`config.mk`:
```
export PLATFORM = sky130hd
export DESIGN_NAME = memtest_elapsed_bcd
export DESIGN_NICKNAME = d
export VERILOG_FILES = /design/src/rtl/memtest_elapsed_bcd.sv
export SDC_FILE = /design/constraint.sdc
export NUM_CORES = 1
export LEC_CHECK = 0
export BUFFER_PORTS_ARGS = -buffer_cell sky130_fd_sc_hd__buf_2
export CORE_MARGIN = 1.5
export CORE_UTILIZATION = 60
export DETAILED_ROUTE_END_ITERATION = 8
export HOLD_SLACK_MARGIN = 0.05
export PLACE_DENSITY_LB_ADDON = 0.15
export REMOVE_ABC_BUFFERS = 1
export SLEW_MARGIN = 30
export SYNTH_ARGS = -nofsm -noshare
export SYNTH_HDL_FRONTEND = slang
export SYNTH_SLANG_ARGS = --single-unit
```
`constraint.sdc`:
```
create_clock -name clk -period 6.4 [get_ports clk]
set_input_delay 0.96 -clock clk [delete_from_list [all_inputs] [get_ports clk]]
set_output_delay 0.96 -clock clk [all_outputs]
set_load 0.02 [all_outputs]
```
`src/rtl/memtest_elapsed_bcd.sv`:
```
// memtest_elapsed_bcd
//
// Elapsed-time and fail-timestamp unit for memory-test tops. The clock is
// prescaled down to one tick per elapsed unit. An N-digit BCD counter keeps
// the elapsed time. The elapsed value present at the first synchronised test
// failure is latched. This block lives in the GUI/pixel clock domain.
// fail_any may come from another domain, so it is resynchronised here.
//
// Parameters:
//   CLK_HZ       clk frequency in Hz
//   UNIT_S       seconds per elapsed unit (1 = seconds, 60 = minutes)
//   DIGITS       BCD digits in elapsed/first_fail (1..8)
//   SATURATE     0: all-9s wraps to 0 with an overflow pulse; 1: holds at all-9s
//   STOP_ON_FAIL 1: counting halts when the first fail is latched
//   SYNC_STAGES  flops on the fail_any synchroniser (>= 2)
//   CLK_HZ * UNIT_S must be at least 2.
//
// Ports:
//   clk         unit clock
//   rst_n       asynchronous active-low reset
//   clr         synchronous clear of prescaler, counters, flags and state
//   run         counting enable (level)
//   fail_any    asynchronous fail level, 1 = failcount nonzero
//   tick        one-cycle pulse per elapsed unit
//   elapsed     BCD elapsed units, digit 0 in [3:0]
//   first_fail  elapsed value captured at the first synchronised fail
//   fail_seen   sticky, first_fail valid
//   overflow    wrap pulse (SATURATE=0) or sticky saturation flag (SATURATE=1)
//   mark        one-hot marker, 8'h80 after reset, rotates right per tick
//   state       00 STOPPED, 01 RUNNING, 10 HALTED, 11 SATURATED
module memtest_elapsed_bcd #(
    parameter int unsigned CLK_HZ       = 27500000,
    parameter int unsigned UNIT_S       = 60,
    parameter int unsigned DIGITS       = 4,
    parameter bit          SATURATE     = 1'b0,
    parameter bit          STOP_ON_FAIL = 1'b0,
    parameter int unsigned SYNC_STAGES  = 2
) (
    input  logic                  clk,
    input  logic                  rst_n,
    input  logic                  clr,
    input  logic                  run,
    input  logic                  fail_any,
    output logic                  tick,
    output logic [4*DIGITS-1:0]   elapsed,
    output logic [4*DIGITS-1:0]   first_fail,
    output logic                  fail_seen,
    output logic                  overflow,
    output logic [7:0]            mark,
    output logic [1:0]            state
);

    localparam logic [63:0]   PRESCALE  = 64'(CLK_HZ) * 64'(UNIT_S);
    localparam int unsigned   PW        = (PRESCALE > 64'd1) ? $clog2(PRESCALE) : 1;
    localparam logic [PW-1:0] PRESC_MAX = PW'(PRESCALE - 64'd1);
    localparam int unsigned   EW        = 4 * DIGITS;

    typedef enum logic [1:0] {
        StStopped   = 2'b00,
        StRunning   = 2'b01,
        StHalted    = 2'b10,
        StSaturated = 2'b11
    } state_e;

    state_e                 state_q;
    logic [PW-1:0]          presc_q;
    logic                   tick_q;
    logic [EW-1:0]          elapsed_q;
    logic [EW-1:0]          first_fail_q;
    logic                   fail_seen_q;
    logic                   overflow_q;
    logic [7:0]             mark_q;
    logic [SYNC_STAGES-1:0] sync_q;
    logic                   fail_prev_q;

    // fail_any synchroniser. clr deliberately leaves it and fail_prev_q alone.
    // A fail held high through clr then cannot re-latch until it falls and
    // rises again.
    always_ff @(posedge clk or negedge rst_n) begin
        if (!rst_n) begin
            sync_q <= '0;
        end else begin
            sync_q <= {sync_q[SYNC_STAGES-2:0], fail_any};
        end
    end

    logic fail_sync;
    logic fail_latch;
    assign fail_sync  = sync_q[SYNC_STAGES-1];
    assign fail_latch = fail_sync & ~fail_prev_q & ~fail_seen_q;

    // BCD increment with ripple carry. An all-9s value rolls to all-0s.
    logic [EW-1:0] elapsed_inc;
    logic          all_nines;
    logic          carry;
    always_comb begin
        elapsed_inc = elapsed_q;
        all_nines   = 1'b1;
        carry       = 1'b1;
        for (int i = 0; i < DIGITS; i++) begin
            if (elapsed_q[4*i +: 4] != 4'd9) begin
                all_nines = 1'b0;
            end
            if (carry) begin
                if (elapsed_q[4*i +: 4] >= 4'd9) begin
                    elapsed_inc[4*i +: 4] = 4'd0;
                end else begin
                    elapsed_inc[4*i +: 4] = elapsed_q[4*i +: 4] + 4'd1;
                    carry                 = 1'b0;
                end
            end
        end
    end

    logic running;
    logic halt_now;
    logic count_en;
    logic at_max;
    logic sat_now;
    assign running  = (state_q == StRunning) && run;
    // The halting cycle does not count, so elapsed stays equal to first_fail.
    assign halt_now = running && STOP_ON_FAIL && fail_latch;
    assign count_en = running && !halt_now;
    assign at_max   = (presc_q == PRESC_MAX);
    assign sat_now  = count_en && at_max && all_nines && SATURATE;

    always_ff @(posedge clk or negedge rst_n) begin
        if (!rst_n) begin
            state_q      <= StStopped;
            presc_q      <= '0;
            tick_q       <= 1'b0;
            elapsed_q    <= '0;
            first_fail_q <= '0;
            fail_seen_q  <= 1'b0;
            overflow_q   <= 1'b0;
            mark_q       <= 8'h80;
            fail_prev_q  <= 1'b0;
        end else begin
            fail_prev_q <= fail_sync;
            tick_q      <= 1'b0;
            if (!SATURATE) begin
                overflow_q <= 1'b0;
            end

            if (clr) begin
                state_q      <= StStopped;
                presc_q      <= '0;
                elapsed_q    <= '0;
                first_fail_q <= '0;
                fail_seen_q  <= 1'b0;
                overflow_q   <= 1'b0;
                mark_q       <= 8'h80;
            end else begin
                // Capture the value present this cycle (pre-increment on a tick).
                if (fail_latch) begin
                    first_fail_q <= elapsed_q;
                    fail_seen_q  <= 1'b1;
                end

                if (count_en) begin
                    if (at_max) begin
                        presc_q <= '0;
                        if (sat_now) begin
                            overflow_q <= 1'b1;
                        end else begin
                            tick_q    <= 1'b1;
                            elapsed_q <= elapsed_inc;
                            mark_q    <= {mark_q[0], mark_q[7:1]};
                            if (all_nines) begin
                                overflow_q <= 1'b1;
                            end
                        end
                    end else begin
                        presc_q <= presc_q + PW'(1);
                    end
                end

                case (state_q)
                    StStopped: begin
                        if (run) begin
                            state_q <= StRunning;
                        end
                    end
                    StRunning: begin
                        if (!run) begin
                            state_q <= StStopped;
                        end else if (halt_now) begin
                            state_q <= StHalted;
                        end else if (sat_now) begin
                            state_q <= StSaturated;
                        end
                    end
                    default: state_q <= state_q;
                endcase
            end
        end
    end

    assign tick       = tick_q;
    assign elapsed    = elapsed_q;
    assign first_fail = first_fail_q;
    assign fail_seen  = fail_seen_q;
    assign overflow   = overflow_q;
    assign mark       = mark_q;
    assign state      = state_q;

endmodule
```
==> results.json <==
{
  "drtAntennaViolNets": 0,
  "detailedRoute.firstPassIterationCount": 4,
  "netlist_instances": 395,
  "critical_path.startpoint_type": "input port",
  "syn_to_final_growth_pct": 12.67,
  "cts_repair_resize_count": 0,
  "hold_path.class": "reg2reg",
  "totalNegativeSetupSlack_ns": 0,
  "skew_ns": 0.01126,
  "routed_wl_mm": 8.697,
  "number_of_enable_type_register_cells_in_the_synthesized_netlist": 0,
  "yosys-top-cells-area": "sky130_fd_sc_hd__dfrtp_1 (48%), sky130_fd_sc_hd__a22o_1 (4.8%), sky130_fd_sc_hd__ha_1 (4.1%), sky130_fd_sc_hd__nand3_1 (3.9%), sky130_fd_sc_hd__xor2_1 (3.5%)",
  "antenna-diode-count": 0,
  "ys_top_cells_by_count": "sky130_fd_sc_hd__dfrtp_1 (77), sky130_fd_sc_hd__nand3_1 (31), sky130_fd_sc_hd__nor2_1 (28)",
  "gp_routability_congestion": 0.8636,
  "fillCellCount": 477,
  "route.detailed.vias_per_inst": 6.271,
  "ys_seq_area_frac": 0.4909,
  "global_route.usage.total": 0.2555,
  "outcome": "completed",
  "crit_path_max_incr_delay_ns": 0.51,
  "drv.max_cap_violation_count": 0,
  "number_of_antenna_violations_at_the_first_check_in_global_routing": 0,
  "dp_worst_setup_slack_ns": 3.248,
  "cpLargestDelayFamily": "simple AND/OR/NAND/NOR gates",
  "grt_first_pass_wirelength_mm": 14.50,
  "clkLatencyLatePin_ns": 0.36,
  "via_count": 3261,
  "clockBufferDepth": 2,
  "report.final.hold_viol_count": 0,
  "final_nets": 457,
  "floorplan.core_area_sq_um": 6386,
  "max-vdd-ir-drop_uv": 157.1,
  "dp.final_hpwl_mm": 5.790,
  "synth_top_area_frac": 0.4843,
  "drive_gt1_frac": 0.1670,
  "path_class": "in2reg",
  "ctsHtreeMaxLevel": 3,
  "layout_worst_path_cycle_share": 0.4180,
  "floorplan.initialDensity": 0.6230,
  "detail_route.drc_violations": 0,
  "r2r_cells": 6,
  "worstHoldPathCells": 0,
  "leakagePower_nw": 1.988,
  "synth_warnings": 0,
  "timing.critical_path.fanout_max": 33,
  "mappedNetlistArea_sq_um": 3979,
  "path_cells": "buf_2 -> a21oi_2 -> nor4_4 -> nand3_1 -> or3_1 -> a21oi_1",
  "detail_route.wl_per_cell_um": 16.73,
  "period_minus_slack_ns": 2.675,
  "clock_net_sink_count": 78,
  "buffer_ports.inserted": 48,
  "async_flop_share": 1.000,
  "chipHeight_um": 84.44,
  "cts-hold-fix-buffers": 0,
  "max_slew_violation_count": 0,
  "floorplan.die.width_um": 84.44,
  "worst_slew_margin_rel": 0.3869,
  "grt_pass1_vias": 3066,
  "cts_buffers": 9,
  "synth_area_per_cell_sq_um": 10.07,
  "clkTransAtPathRegs_ns": 0.08,
  "worstPathRequired_ns": 6.68,
  "worstSetupEndpointType": "flip-flop",
  "power_dens_cells_nw_per_um2": 212.7,
  "cp_max_delay_cell": "sky130_fd_sc_hd__buf_2",
  "critical_path_arrival_ns": 2.96,
  "synth_seq_cells": 78,
  "design.die.area_sq_um": 7129,
  "number_of_drc_markers_after_the_initial_detailed_route_iteration": 205,
  "clock_tree_from_tritoncts": "built",
  "io-pin-count": 50,
  "globalRouteOverflowTotal": 0,
  "ctsRootBufferMaster": "sky130_fd_sc_hd__clkbuf_8",
  "critical_path.n_buffers_inverters": 1,
  "synth-main-ff-cell": "sky130_fd_sc_hd__dfrtp_1",
  "post-cts-setup-buffer-count": 0,
  "min_setup_slack_post_route_ns": 3.725,
  "synthDistinctLibCells": 53,
  "post-synth-top-count-cell": "sky130_fd_sc_hd__dfrtp_1",
  "grt_max_degree": 79,
  "setup_repair_after_global_routing_missed_its_margin": "false",
  "setup_viol_count_final": 0,
  "max_slew.worst_pin.slew_ns": 0.9113,
  "max_clock_freq_mhz": 373.8,
  "synth_top_cell_by_area": "sky130_fd_sc_hd__dfrtp_1",
  "rows": 29,
  "cp_num_cells": 6
}
kinds of logic (layout without fill, tap and decap cells):
group,Yosys count,in the layout,share of synthesized area
muxes,1,1,0.002516
other,1,1,0.0009425
buffers and inverters,33,81,0.03522
and+or+nand+nor,173,173,0.2604
AOI/OAI and AO/OA,78,78,0.1296
adders and majority gates,13,13,0.04088
xor gates and xnor gates,18,18,0.03962
DFF,78,78,0.4909
final timing paths:
path                       startpoint       endpoint  slack, ns
setup / recovery                  clr    presc_q[27]       3.73
hold / removal              sync_q[0]      sync_q[1]       0.36
setup reg to reg           presc_q[0]    elapsed[10]       3.98
hold reg to reg             sync_q[0]      sync_q[1]       0.36
max in group asynchronous       rst_n    presc_q[25]       5.28
min in group asynchronous       rst_n  first_fail[8]       0.63
report_power, final:
group	switching [W]	internal, W	leakage (nW)
Combinational	0.0000309	0.00000877	0.807
Clock	0.000184	0.000229	0.105
Sequential	0.00000483	0.000496	1.08
cell type report:
class / count / area [sq um] / share of cell area
Sequential cell: 78 / 1953 / 0.4357
Multi-Input combinational cell: 284 / 1894 / 0.4226
Timing Repair Buffer: 49 / 254.0 / 0.05666
Clock buffer: 10 / 137.6 / 0.03070
Tap cell: 77 / 96.34 / 0.02149
Clock inverter: 5 / 83.83 / 0.01870
Inverter: 17 / 63.81 / 0.01423
per-stage QoR:
stage | hold slack (ns) | instance area, sq um | std cells | utilization | power [W]
2_1_floorplan | 0.3312 | 3902 | 379 | - | 0.0005275
3_3_place_gp | 0.3347 | 4249 | 505 | 0.6654 | 0.0005487
3_5_place_dp | 0.3531 | 4249 | 505 | 0.6654 | 0.0005500
4_1_cts | 0.3716 | 4471 | 520 | 0.7000 | 0.0009568
5_1_grt | 0.3781 | 4483 | 520 | 0.7020 | 0.0009813
6_report | 0.3649 | 4483 | 520 | 0.7020 | 0.0009535
registers in the layout, summed over array words and instances (netlist names):
register / cells
presc_q: 31
elapsed: 16
first_fail: 16
mark: 8
sync_q: 2
fail_prev_q: 1
fail_seen: 1
overflow: 1
state: 1
tick: 1
layer usage:
layer  track usage  part of all wire  up-vias
met4        0.1217             0.021        0
met1        0.3437              0.46     1599
met5             0                 0        -
met2        0.4065              0.48       91
li1              -                 -     1556
met3       0.04326             0.042       15
cell usage in the layout, fill, tap and decap left out, types with 16 or more instances in the layout:
master and count:
sky130_fd_sc_hd__dfrtp_1 77, sky130_fd_sc_hd__a21oi_1 24, sky130_fd_sc_hd__nor2_1 27, sky130_fd_sc_hd__nand2_1 19, sky130_fd_sc_hd__a22o_1 22, sky130_fd_sc_hd__nand4_1 18
sky130_fd_sc_hd__xor2_1 16, sky130_fd_sc_hd__nand3_1 31, sky130_fd_sc_hd__buf_2 47, sky130_fd_sc_hd__inv_1 17
Note: power is estimated with default switching activity, not from simulation.
